**src/rtl/control_seq_ws_pkg.sv**
```systemverilog
// Shared types for the wait-state capable instruction-sequencing controller.
//   opcode_t     : 3-bit VeriRISC opcode
//   ctrl_state_t : controller phase, exported on the phase debug port
//   strobes_t    : the seven datapath strobes as one payload
//   is_aluop     : opcodes whose result comes from memory via the ALU
package control_seq_ws_pkg;

  localparam int unsigned OPCODE_W = 3;
  localparam int unsigned STATE_W  = 4;

  typedef enum logic [OPCODE_W-1:0] {
    HLT = 3'd0,
    SKZ = 3'd1,
    ADD = 3'd2,
    AND = 3'd3,
    XOR = 3'd4,
    LDA = 3'd5,
    STO = 3'd6,
    JMP = 3'd7
  } opcode_t;

  typedef enum logic [STATE_W-1:0] {
    INST_ADDR  = 4'd0,
    INST_FETCH = 4'd1,
    INST_LOAD  = 4'd2,
    IDLE       = 4'd3,
    OP_ADDR    = 4'd4,
    OP_FETCH   = 4'd5,
    ALU_OP     = 4'd6,
    STORE      = 4'd7,
    HALTED     = 4'd8,
    PAUSED     = 4'd9
  } ctrl_state_t;

  typedef struct packed {
    logic mem_rd;
    logic load_ir;
    logic halt;
    logic inc_pc;
    logic load_ac;
    logic load_pc;
    logic mem_wr;
  } strobes_t;

  function automatic logic is_aluop(opcode_t op);
    return (op == ADD) || (op == AND) || (op == XOR) || (op == LDA);
  endfunction

endpackage

```
**src/rtl/control_seq_ws_wait_cnt.sv**
```systemverilog
// Fetch-phase wait-state counter, shared by INST_FETCH and OP_FETCH.
//   clk, rst_   : clock, async active-low reset
//   load        : reload with MEM_WAIT (entry into a fetch phase)
//   en          : count down while in a fetch phase
//   mem_ready   : memory data valid, only consulted when USE_READY=1
//   expired_c   : combinational; fetch phase may exit this cycle
module ctrl_wait_cnt
  import control_seq_ws_pkg::*;
#(
  parameter int unsigned MEM_WAIT  = 0,
  parameter int unsigned USE_READY = 0,
  parameter int unsigned CNT_W     = 4
) (
  input  logic clk,
  input  logic rst_,
  input  logic load,
  input  logic en,
  input  logic mem_ready,
  output logic expired_c
);

  logic [CNT_W-1:0] cnt_q;

  // Down-counter: reload wins, otherwise decrement and stick at zero.
  always_ff @(posedge clk or negedge rst_) begin
    if (!rst_) begin
      cnt_q <= '0;
    end else if (load) begin
      cnt_q <= CNT_W'(MEM_WAIT);
    end else if (en && (cnt_q != '0)) begin
      cnt_q <= cnt_q - CNT_W'(1);
    end
  end

  // Static wait done, and memory ready when the handshake is in use.
  assign expired_c = (cnt_q == '0) && ((USE_READY == 0) || mem_ready);

endmodule

```
**src/rtl/control_seq_ws.sv**
```systemverilog
// VeriRISC instruction-sequencing controller with memory wait states,
// held HALTED state with resume, and single-step pause.
//   clk, rst_          : clock, async active-low reset
//   opcode, zero       : current instruction opcode, accumulator-zero flag
//   mem_ready          : memory data valid (used when USE_READY=1)
//   resume             : leaves HALTED or PAUSED
//   step_mode          : pause after each completed instruction
//   mem_rd .. mem_wr   : registered datapath strobes
//   phase              : current controller state
//   instr_done         : one-cycle pulse during STORE
module control_seq_ws
  import control_seq_ws_pkg::*;
#(
  parameter int unsigned MEM_WAIT  = 0,
  parameter int unsigned USE_READY = 0,
  parameter int unsigned CNT_W     = 4
) (
  input  logic        clk,
  input  logic        rst_,
  input  opcode_t     opcode,
  input  logic        zero,
  input  logic        mem_ready,
  input  logic        resume,
  input  logic        step_mode,
  output logic        mem_rd,
  output logic        load_ir,
  output logic        halt,
  output logic        inc_pc,
  output logic        load_ac,
  output logic        load_pc,
  output logic        mem_wr,
  output ctrl_state_t phase,
  output logic        instr_done
);

  ctrl_state_t state_q, state_d;
  strobes_t    strb_q, strb_d;
  logic        done_q, done_d;
  logic        in_fetch_c, wait_load_c, expired_c;

  assign in_fetch_c  = (state_q == INST_FETCH) || (state_q == OP_FETCH);
  assign wait_load_c = ((state_d == INST_FETCH) || (state_d == OP_FETCH)) &&
                       (state_d != state_q);

  ctrl_wait_cnt #(
    .MEM_WAIT (MEM_WAIT),
    .USE_READY(USE_READY),
    .CNT_W    (CNT_W)
  ) u_wait_cnt (
    .clk      (clk),
    .rst_     (rst_),
    .load     (wait_load_c),
    .en       (in_fetch_c),
    .mem_ready(mem_ready),
    .expired_c(expired_c)
  );

  // Next-state logic.
  always_comb begin
    state_d = state_q;
    unique case (state_q)
      INST_ADDR:  state_d = INST_FETCH;
      INST_FETCH: if (expired_c) state_d = INST_LOAD;
      INST_LOAD:  state_d = IDLE;
      IDLE:       state_d = OP_ADDR;
      OP_ADDR:    state_d = (opcode == HLT) ? HALTED : OP_FETCH;
      OP_FETCH:   if (expired_c) state_d = ALU_OP;
      ALU_OP:     state_d = STORE;
      STORE:      state_d = step_mode ? PAUSED : INST_ADDR;
      HALTED,
      PAUSED:     if (resume) state_d = INST_ADDR;
      default:    state_d = INST_ADDR;
    endcase
  end

  // Strobe decode for the state being entered, so outputs can be registered.
  always_comb begin
    logic aluop;
    aluop  = is_aluop(opcode);
    strb_d = '0;
    strb_d.mem_rd  = (state_d == INST_FETCH) | (state_d == INST_LOAD) |
                     (state_d == IDLE) |
                     (aluop & ((state_d == OP_FETCH) | (state_d == ALU_OP) |
                               (state_d == STORE)));
    strb_d.load_ir = (state_d == INST_LOAD) | (state_d == IDLE);
    strb_d.halt    = ((state_d == OP_ADDR) & (opcode == HLT)) |
                     (state_d == HALTED);
    strb_d.inc_pc  = (state_d == OP_ADDR) |
                     ((state_d == ALU_OP) & (opcode == SKZ) & zero);
    strb_d.load_ac = aluop & ((state_d == ALU_OP) | (state_d == STORE));
    strb_d.load_pc = (opcode == JMP) & ((state_d == ALU_OP) | (state_d == STORE));
    strb_d.mem_wr  = (state_d == STORE) & (opcode == STO);
    done_d         = (state_d == STORE);
  end

  // State and output registers.
  always_ff @(posedge clk or negedge rst_) begin
    if (!rst_) begin
      state_q <= INST_ADDR;
      strb_q  <= '0;
      done_q  <= 1'b0;
    end else begin
      state_q <= state_d;
      strb_q  <= strb_d;
      done_q  <= done_d;
    end
  end

  assign phase      = state_q;
  assign instr_done = done_q;
  assign mem_rd     = strb_q.mem_rd;
  assign load_ir    = strb_q.load_ir;
  assign halt       = strb_q.halt;
  assign inc_pc     = strb_q.inc_pc;
  assign load_ac    = strb_q.load_ac;
  assign load_pc    = strb_q.load_pc;
  assign mem_wr     = strb_q.mem_wr;

endmodule

```
**config.mk**
```make
export PLATFORM = sky130hd
export DESIGN_NAME = control_seq_ws
export DESIGN_NICKNAME = d
export VERILOG_FILES = /design/src/rtl/control_seq_ws_pkg.sv /design/src/rtl/control_seq_ws_wait_cnt.sv /design/src/rtl/control_seq_ws.sv
export SDC_FILE = /design/constraint.sdc
export NUM_CORES = 1
export LEC_CHECK = 0
export ABC_AREA = 1
export BUFFER_PORTS_ARGS = -buffer_cell sky130_fd_sc_hd__buf_2
export CAP_MARGIN = 20
export CORE_UTILIZATION = 50
export DETAILED_ROUTE_END_ITERATION = 12
export PLACE_DENSITY = 0.71
export SKIP_LAST_GASP = 1
export SLEW_MARGIN = 0
export SYNTH_ARGS = -nofsm -noshare
export SYNTH_HDL_FRONTEND = slang
export SYNTH_HIERARCHICAL = 1
export SYNTH_SLANG_ARGS = --single-unit
export TNS_END_PERCENT = 20
```
**constraint.sdc**
```tcl
create_clock -name clk -period 3.55 [get_ports clk]
set_input_delay 0.355 -clock clk [delete_from_list [all_inputs] [get_ports clk]]
set_output_delay 0.355 -clock clk [all_outputs]
set_load 0.05 [all_outputs]
```
* Yosys cells after proc, flatten, opt, wreduce, memory -nomap -nowiden *
Index checks and enable logic that the tools add are counted.

storage, ports and cells
  register bits = 16
  input port bits = 9
  output and inout bits = 12
  word-level logic and storage cells = 73

cells by class
  add/sub/neg operators = 1
  eq/ne operators = 25
  muxes and demuxes = 8
  bitwise logic cells = 16
  reduce and logical (&&, ||, !) cells = 13

operators with widths
  operator             count
  $pmux 4 s9           1
  $eq 4x3->1 const B   8
  $mux 4               7
  $eq 4x2->1 const B   4
  $eq 3x3->1 const B   4
  $eq 4x4->1 const B   3
  $or 1x1->1           9
  $eq 4x1->1 const B   2
  $logic_not 4->1      2
  $and 1x1->1          7
  $eq 3x2->1 const B   2
  $logic_or 1x1->1     5
  $ne 4x4->1           1
  $reduce_bool 4->1    1
  $sub 4x1->4 const B  1
  $eq 3x1->1 const B   1
  $logic_not 3->1      1
  $logic_and 1x1->1    2
  $reduce_bool 2->1    1
  $reduce_or 2->1      1

* Logic depth before layout (Yosys ltp) *
Gate-level depths: netlist (run 1).

  depth after elaboration = 8
  gate-level depth with buffers = 16
  gate-level depth less buffers = 16

* Modules after synthesis *
Netlist (run 1), hierarchy kept.

by module, submodules not included
  module          times used  cells each  area each (um^2)  seq. area each (um^2)
  control_seq_ws  1           91          706.9             300.3
  ctrl_wait_cnt   1           34          247.7             100.1

* Worst setup path after synthesis (run 1) *
No wires, ideal clock.

  path kind = reg-to-reg
  start point = register state_q[1], in the netlist phase[1]
  end point = register u_wait_cnt.cnt_q[3]
  library setup time = 118 ps
  arrival time = 1647 ps
  required time = 3432 ps
  path slack = 1785 ps
  stages on the path, launching flop included = 14
  buffers on the path = 1
  period minus slack after synthesis = 1765 ps
  cell sequence = dfrtp_1 buf_6 inv_1 nand2_1 nor2_2 o21ai_2 nand3_4 nand2_1 nor2_2 inv_2 nand2_2 inv_2 nand2_1 nand2_1

on the way
  longest elaborated chain between the ends = 7
  elaborated cells on any way between the ends = 24
  those cells by class = 12 x eq/ne; 5 x mux; 7 x reduce/logical

RTL lines
  item                                                line                           source
  from (decl)                                         control_seq_ws.sv:36           ctrl_state_t state_q, state_d;
  from (signal assigned)                              control_seq_ws.sv:103          state_q <= state_d;
  $eq 4x4->1                                          control_seq_ws.sv:61           unique case (state_q)
  $reduce_or 2->1                                     control_seq_ws.sv:61
  $pmux 4 s9 (*)                                      control_seq_ws.sv:61
  net state_d[0]                                      control_seq_ws.sv:36
  $eq 4x1->1 / $eq 4x3->1 (equally long branches)     control_seq_ws.sv:42           assign wait_load_c = ((state_d == INST_FETCH) || (state_d == OP_FETCH)) &&
  $logic_or 1x1->1                                    control_seq_ws.sv:42
  $logic_and 1x1->1 (*)                               control_seq_ws.sv:42
  net wait_load_c                                     control_seq_ws.sv:39           logic in_fetch_c, wait_load_c, expired_c;
  $mux 4 / $reduce_bool 2->1 (equally long branches)  -
  to (signal assigned)                                control_seq_ws_wait_cnt.sv:29  cnt_q <= CNT_W'(MEM_WAIT);
  to (signal assigned)                                control_seq_ws_wait_cnt.sv:31  cnt_q <= cnt_q - CNT_W'(1);
  to (decl)                                           control_seq_ws_wait_cnt.sv:22  logic [CNT_W-1:0] cnt_q;

Mark *: on every way through the listed nets, which the timed path passes. The rest lies on a longest branch.
A chain may end at the register's enable or synchronous reset.

* Worst setup path after layout (run 1) *
  start point = register u_wait_cnt.cnt_q[0]
  end point = register u_wait_cnt.cnt_q[3]

on the way
  longest elaborated chain between the ends = 7
  elaborated cells on any way between the ends = 15
  those cells by class = 1 x add/sub; 3 x eq/ne; 5 x mux; 6 x reduce/logical

RTL lines
  item                                                line                                        source
  $logic_not 4->1 (*)                                 control_seq_ws_wait_cnt.sv:36               assign expired_c = (cnt_q == '0) && ((USE_READY == 0) || mem_ready);
  net expired_c                                       control_seq_ws.sv:39
  $mux 4, on equally long branches                    control_seq_ws.sv:67, control_seq_ws.sv:63
  $pmux 4 s9 (*)                                      control_seq_ws.sv:61
  net state_d[0]                                      control_seq_ws.sv:36
  $eq 4x1->1 / $eq 4x3->1 (equally long branches)     control_seq_ws.sv:42
  $logic_or 1x1->1                                    control_seq_ws.sv:42
  $logic_and 1x1->1 (*)                               control_seq_ws.sv:42
  net wait_load_c                                     control_seq_ws.sv:39
  $mux 4 / $reduce_bool 2->1 (equally long branches)  -

Mark *: on every way through the listed nets, which the timed path passes. The rest lies on a longest branch. The select of a mux whose other input is x is not followed.

==> impl_metrics.tcl, run 1 <==
set metrics [dict create \
    outcome "finished clean" \
    cp-start-kind "flop" \
    netlist_instances 125 \
    fmaxAchievable_mhz 561 \
    synth_edf_count 0 \
    timing.setup.tns_ns 0 \
    tightestPinTransition_ns 0.373 \
    grt_util_met2_pct 32.6 \
    finalMaxSlewViolations 0 \
    slew-limit-headroom_pct 75.1 \
    use_met1_pct 23.8 \
    yosysTopAreaCell "dfrtp_1" \
    grt_pass1_wl_mm 2.83 \
    synth_top_cell_area_share_pct 41.9 \
    finClkSkew_ns 0.000641 \
    core_um2 1760 \
    clock_path_buffers 2 \
    grt.met3_usage_pct 3.57 \
    fp-row-count 15 \
    clock_latency_ns 0.28 \
    cts_setup_buffers 0 \
    drc_errors 0 \
    synth.most_common_cell "nand2_1" \
    ios 21 \
    worstPathRequired_ns 3.73 \
    crit_path_max_fanout 6 \
    cp-end-kind "flop" \
    fp.dieW_um 45.7 \
    io_buffers 19 \
    grt_pass1_vias 702 \
    root_buffer "clkbuf_4" \
    ys.flop_type "dfrtp_1" \
    fillerInstances 181 \
    setup_viol 0 \
    final_area_um2 1100 \
    antenna_found_initial 0 \
    drtIter0Drc 17 \
    ys_warn_count 6 \
    top_usage_layer "met2" \
    p_leak_nw 0.627 \
    post_drt_wl_per_cell_um 10.2 \
    cts_tree "yes" \
    cts-htree-levels 1 \
    syn_area_um2 955 \
    netlist_top_cells_count "nand2_1, nor2_1, inv_1, dfrtp_1, nand3_1" \
    synth-async-reset-ratio_pct 100 \
    die_h_um 45.7 \
    grt-ovfl-total 0 \
    syn-num-nets 136 \
    hpwl_mm 1.39 \
    seq_area_frac_synth_pct 41.9 \
    synthTopCellsByArea "dfrtp_1, nand2_1, nor2_1, inv_1, nand3_1" \
    ys_ff_latch 16 \
    rsz0062_at_grt "false" \
    clk_pin_slew_ns 0.09 \
    worstPathArrival_ns 1.96 \
    power_density_nw_per_um2 954 \
    avgSynthCellArea_um2 7.64 \
    start_util_pct 54.1 \
    vdd_drop_max_v 0.000463 \
    grt_max_degree 17 \
    critPathKind "reg2reg" \
    synth.distinct_cells 22 \
    nNetsFinal 159 \
    wl_mm 1.75 \
    final_layout_size_suffix_gt1_share_pct 29.3 \
    fin_util_pct 62.6 \
    hold_class "in2reg" \
    timing.final.crit_share_pct 50.2 \
    viasPerCell 4.76 \
    numCtsBuffers 3 \
    die-area_um2 2090 \
    antenna_cells 0 \
    min_period_ns 1.78 \
    vias 819 \
    area_growth_pct 15.7 \
    hold_viol 0 \
    ant_nets 0 \
    dr.pass1.iters 4 \
    clock_sinks 16 \
    grt.total_usage_pct 19.1 \
    gp_congestion 0.831 \
    maxCapViolCount 0 \
    place_area_um2 1060 \
]
-- what timing repair did --
action	in CTS	in global routing
hold endpoints to repair	16	0
hold buffers	1	0
gates resized for setup	0	0
-- where the power goes --
part | total, mW | internal [mW] | switching, mW
clock | 0.118 | 0.0624 | 0.0561
combinational | 0.639 | 0.189 | 0.449
sequential | 0.297 | 0.240 | 0.0569
-- registers in the layout, summed over array words and instances (netlist names) --
name              cells
load_pc               1
mem_wr                1
halt                  1
load_ir               1
phase                 4
u_wait_cnt/cnt_q      4
mem_rd                1
inc_pc                1
load_ac               1
instr_done            1
-- worst paths after layout --
path,from,end,slack [ns],cells past startpoint
worst max-delay path,u_wait_cnt/cnt_q[0]$_DFFE_PN0P_,u_wait_cnt/cnt_q[3]$_DFFE_PN0P_,1.77,16
min in group asynchronous,rst_,load_ac$_DFF_PN0_,0.51,2
max in group asynchronous,rst_,load_pc$_DFF_PN0_,2.79,2
worst max register to register,u_wait_cnt/cnt_q[0]$_DFFE_PN0P_,u_wait_cnt/cnt_q[3]$_DFFE_PN0P_,1.77,16
worst min-delay path,opcode[0],mem_wr$_DFF_PN0_,0.29,2
worst min register to register,u_wait_cnt/cnt_q[3]$_DFFE_PN0P_,u_wait_cnt/cnt_q[3]$_DFFE_PN0P_,0.55,2
-- per-layer routing --
metal / vias to the layer above / routed length [um]
met5: - / 0
met4: 0 / 14
met3: 2 / 32
met2: 11 / 871
met1: 376 / 835
li1: 430 / -
-- layout make-up --
type,instances,area [um^2],share of cell area [%]
inverters,21,78.8,7.13
well taps,25,31.3,2.83
multi-input cells,86,453,41.0
clock buffers,4,36.3,3.28
repair buffers,20,105,9.51
flip-flops and latches,16,400,36.2
-- layout by cell type (no fill, tap or decap) --
cell	Yosys	final
o41ai_1	1	1
xor2_1	1	1
nor2_4	2	2
clkbuf_4	0	3
nor2_1	19	19
clkinv_1	1	1
nand3_1	12	12
dfrtp_1	16	16
nor2_2	4	4
nand3_2	1	1
nand2_2	7	7
a21oi_1	2	2
buf_2	0	19
clkbuf_8	0	1
nand3_4	1	1
nand4_1	2	2
nor3_1	1	1
inv_1	17	17
inv_2	3	3
dlygate4sd3_1	0	1
o21ai_1	4	4
o21ai_2	1	1
nor3_2	1	1
ha_1	2	2
nand2_1	25	25
-- through the flow --
| stage | std cells | hold slack (ns) | power [mW] | setup WS [ns] |
|---|---|---|---|---|
| floorplan | 125 | 0.0594 | 0.835 | 1.79 |
| global placement | 167 | 0.279 | 0.927 | 1.80 |
| detailed placement | 167 | 0.287 | 0.939 | 1.78 |
| CTS | 172 | 0.286 | 1.06 | 1.77 |
| global route | 172 | 0.282 | 1.15 | 1.58 |
| finish | 172 | 0.295 | 1.05 | 1.77 |
-- critical path: stages, from the launching register on --
cell and delay, ns:
dfrtp_1 0.33, inv_1 0.09, ha_1 0.23, nand2_1 0.08
inv_1 0.06, inv_1 0.05, nand3_1 0.09, nand2_2 0.09
nand2_2 0.06, nand3_4 0.09, nand2_1 0.07, nor2_2 0.11
inv_2 0.07, nand2_2 0.11, inv_2 0.04, nand2_1 0.05
nand2_1 0.05
-- logic make-up after synthesis --
group	synth area share, %
adders and majority gates	2.62
and+or+nand+nor	38.9
buffers and inverters	10.6
DFF	41.9
xor gates and xnor gates	0.918
AOI/OAI and AO/OA	4.98
Power figures use the tool's default switching activity.
==> run 2, diff against run 1 <==
--- a/config.mk
+++ b/config.mk
@@ -8,9 +8,9 @@
 export ABC_AREA = 1
 export BUFFER_PORTS_ARGS = -buffer_cell sky130_fd_sc_hd__buf_2
 export CAP_MARGIN = 20
-export CORE_UTILIZATION = 50
+export CORE_UTILIZATION = 47
 export DETAILED_ROUTE_END_ITERATION = 12
-export PLACE_DENSITY = 0.71
+export PLACE_DENSITY = 0.7
 export SKIP_LAST_GASP = 1
 export SLEW_MARGIN = 0
 export SYNTH_ARGS = -nofsm -noshare
==> constraint.sdc (replaced) <==
create_clock -name clk -period 1.6 [get_ports clk]
set_input_delay 0.16 -clock clk [delete_from_list [all_inputs] [get_ports clk]]
set_output_delay 0.16 -clock clk [all_outputs]
set_load 0.05 [all_outputs]
==> run 2 against run 1 <==
  * Clock power rose by 120%
  * Count of clock-buffer cells in the layout stayed put
  * Sequential share of layout area shrank 4.3 points
  * Critical path depth stayed put
  * Register-to-register slack worse by 1.8 ns
  * Highest routed layer unchanged
  * Largest cell class unchanged
  * Non-clock buffer count up 13
  * Combinational power rose to 3.0 times the previous value
  * Routed wire length is 12% higher
  * Sequential power increased by 130%
  * Via count rose by 6.2%
  * Worst setup slack got worse by 1.8 ns
  * Final cell count grew 7.6%
==> impl_metrics.tcl, run 2 (same netlist as run 1, synthesis figures left out) <==
set metrics [dict create \
    die-area_um2 2220 \
    hold_class "in2reg" \
    wl_met2_mm 1.02 \
    p_leak_nw 0.701 \
    area_growth_pct 32.8 \
    outcome "finished clean" \
    core_um2 1820 \
    maxCapViolCount 0 \
    critPathLaunch "u_wait_cnt/cnt_q[1]$_DFFE_PN0P_" \
    post_drt_wl_per_cell_um 10.6 \
    rsz0062_at_grt "true" \
    fmaxAchievable_mhz 625 \
    wl_met3_um 46 \
    final_common_cell "nand2_1" \
    die_h_um 47.1 \
    numCtsBuffers 3 \
    worstPathArrival_ns 1.78 \
    ant_nets 0 \
    cts_tree "yes" \
    drtIter0Drc 19 \
    clock_path_buffers 2 \
    io_buffers 19 \
    timing.final.crit_share_pct 100 \
    clock_latency_ns 0.28 \
    min_period_ns 1.60 \
    antenna_cells 0 \
    vias 870 \
    wl_met1_um 870 \
    start_util_pct 52.4 \
    cp-end-kind "flop" \
    final_layout_size_suffix_gt1_share_pct 45.6 \
    grt.total_usage_pct 20.0 \
    cp-start-kind "flop" \
    setup_viol 0 \
    finClkSkew_ns 0.00214 \
    vdd_drop_max_v 0.00133 \
    r2r-start "u_wait_cnt/cnt_q[1]$_DFFE_PN0P_" \
    clk_pin_slew_ns 0.09 \
    root_buffer "clkbuf_4" \
    crit_path_max_fanout 4 \
    nNetsFinal 172 \
    placed_cells 177 \
    ios 21 \
    power_mw 2.83 \
    clock_sinks 16 \
    dr.pass1.iters 4 \
    grt_pass1_vias 784 \
    critPathKind "reg2reg" \
    grt-ovfl-total 0 \
    viasPerCell 4.70 \
    fp-row-count 15 \
    antenna_found_initial 0 \
    hpwl_mm 1.51 \
    layout_common_cells "nand2_1, buf_2, nor2_1" \
    tightestPinTransition_ns 0.340 \
    dr.max_layer_used "met4" \
    finalMaxSlewViolations 0 \
    fin_util_pct 69.6 \
    drc_errors 0 \
    slew-limit-headroom_pct 77.1 \
    fillerInstances 162 \
    hold_viol 0 \
    worstPathRequired_ns 1.78 \
    gp_congestion 0.817 \
    cts-htree-levels 1 \
    fp.dieW_um 47.1 \
    wl_mm 1.96 \
    hold_start "opcode[0]" \
    power_density_nw_per_um2 2240 \
    instances_no_fill 185 \
    grt_max_degree 17 \
    grt_pass1_wl_mm 3.08 \
]
## run 2: changes by cell type in the layout (fill, tap and decap cells not counted), sizes merged
cell  before  now
buf       19   32
## run 2: path summary, 6_finish.rpt
check / to / cells past startpoint / slack, ns
max in group asynchronous: phase[2]$_DFF_PN0_ / 2 / 0.98
max: u_wait_cnt/cnt_q[2]$_DFFE_PN0P_ / 16 / 0.0006
max reg2reg: u_wait_cnt/cnt_q[2]$_DFFE_PN0P_ / 16 / 0.0006
min in group asynchronous: load_ac$_DFF_PN0_ / 2 / 0.34
min: mem_wr$_DFF_PN0_ / 2 / 0.11
min reg2reg: load_ir$_DFF_PN0_ / 1 / 0.57
## run 2: report_power, final
part / total, mW / internal (mW) / switching, mW
clock network: 0.259 / 0.138 / 0.121
registers: 0.672 / 0.542 / 0.130
logic: 1.90 / 0.731 / 1.17
total: 2.83 / 1.41 / 1.42
## run 2: final cells by class
type	instances	area [um^2]	area share (%)
sequential	16	405	32.0
clock buffer	4	36.3	2.86
inverter	21	83.8	6.61
tap	25	31.3	2.47
timing repair buffer	33	203	16.0
multi-input combinational	86	508	40.1
## run 2: routing by layer
metal	global-route usage [%]	up-vias
li1	-	459
met1	24.8	392
met2	35.0	17
met3	2.31	2
met4	8.57	0
met5	0	-
## run 2: stage by stage
step / hold slack, ns / worst slack, ns / TNS (ns) / instance area, um^2
3_3_place_gp: 0.0872 / -0.0864 / -0.233 / 1150
3_5_place_dp: 0.0862 / -0.0928 / -0.268 / 1150
2_1_floorplan: -0.136 / -0.0230 / -0.0458 / 967
6_report: 0.110 / 0.000632 / 0 / 1270
5_1_grt: 0.118 / -0.134 / -0.457 / 1270
4_1_cts: 0.0997 / -0.00253 / -0.00496 / 1220
## run 2: critical path: stages (launching register included)
cell	delay, ns
dfrtp_1	0.37
inv_2	0.06
ha_4	0.17
nand2_4	0.08
inv_4	0.04
inv_2	0.04
nand3_2	0.07
nand2_2	0.09
nand2_4	0.06
nand3_4	0.09
nand2_4	0.06
nor2_4	0.11
inv_2	0.07
nand2_4	0.08
inv_2	0.04
nand2_1	0.05
nand2_1	0.04
## run 2: what timing repair did
action | CTS | global route
hold endpoints to repair | 16 | 0
pin swaps | 1 | 6
hold buffers | 1 | 0
endpoints found under the setup margin | 4 | 4
buffers inserted | 1 | 2
resized for setup | 7 | 9
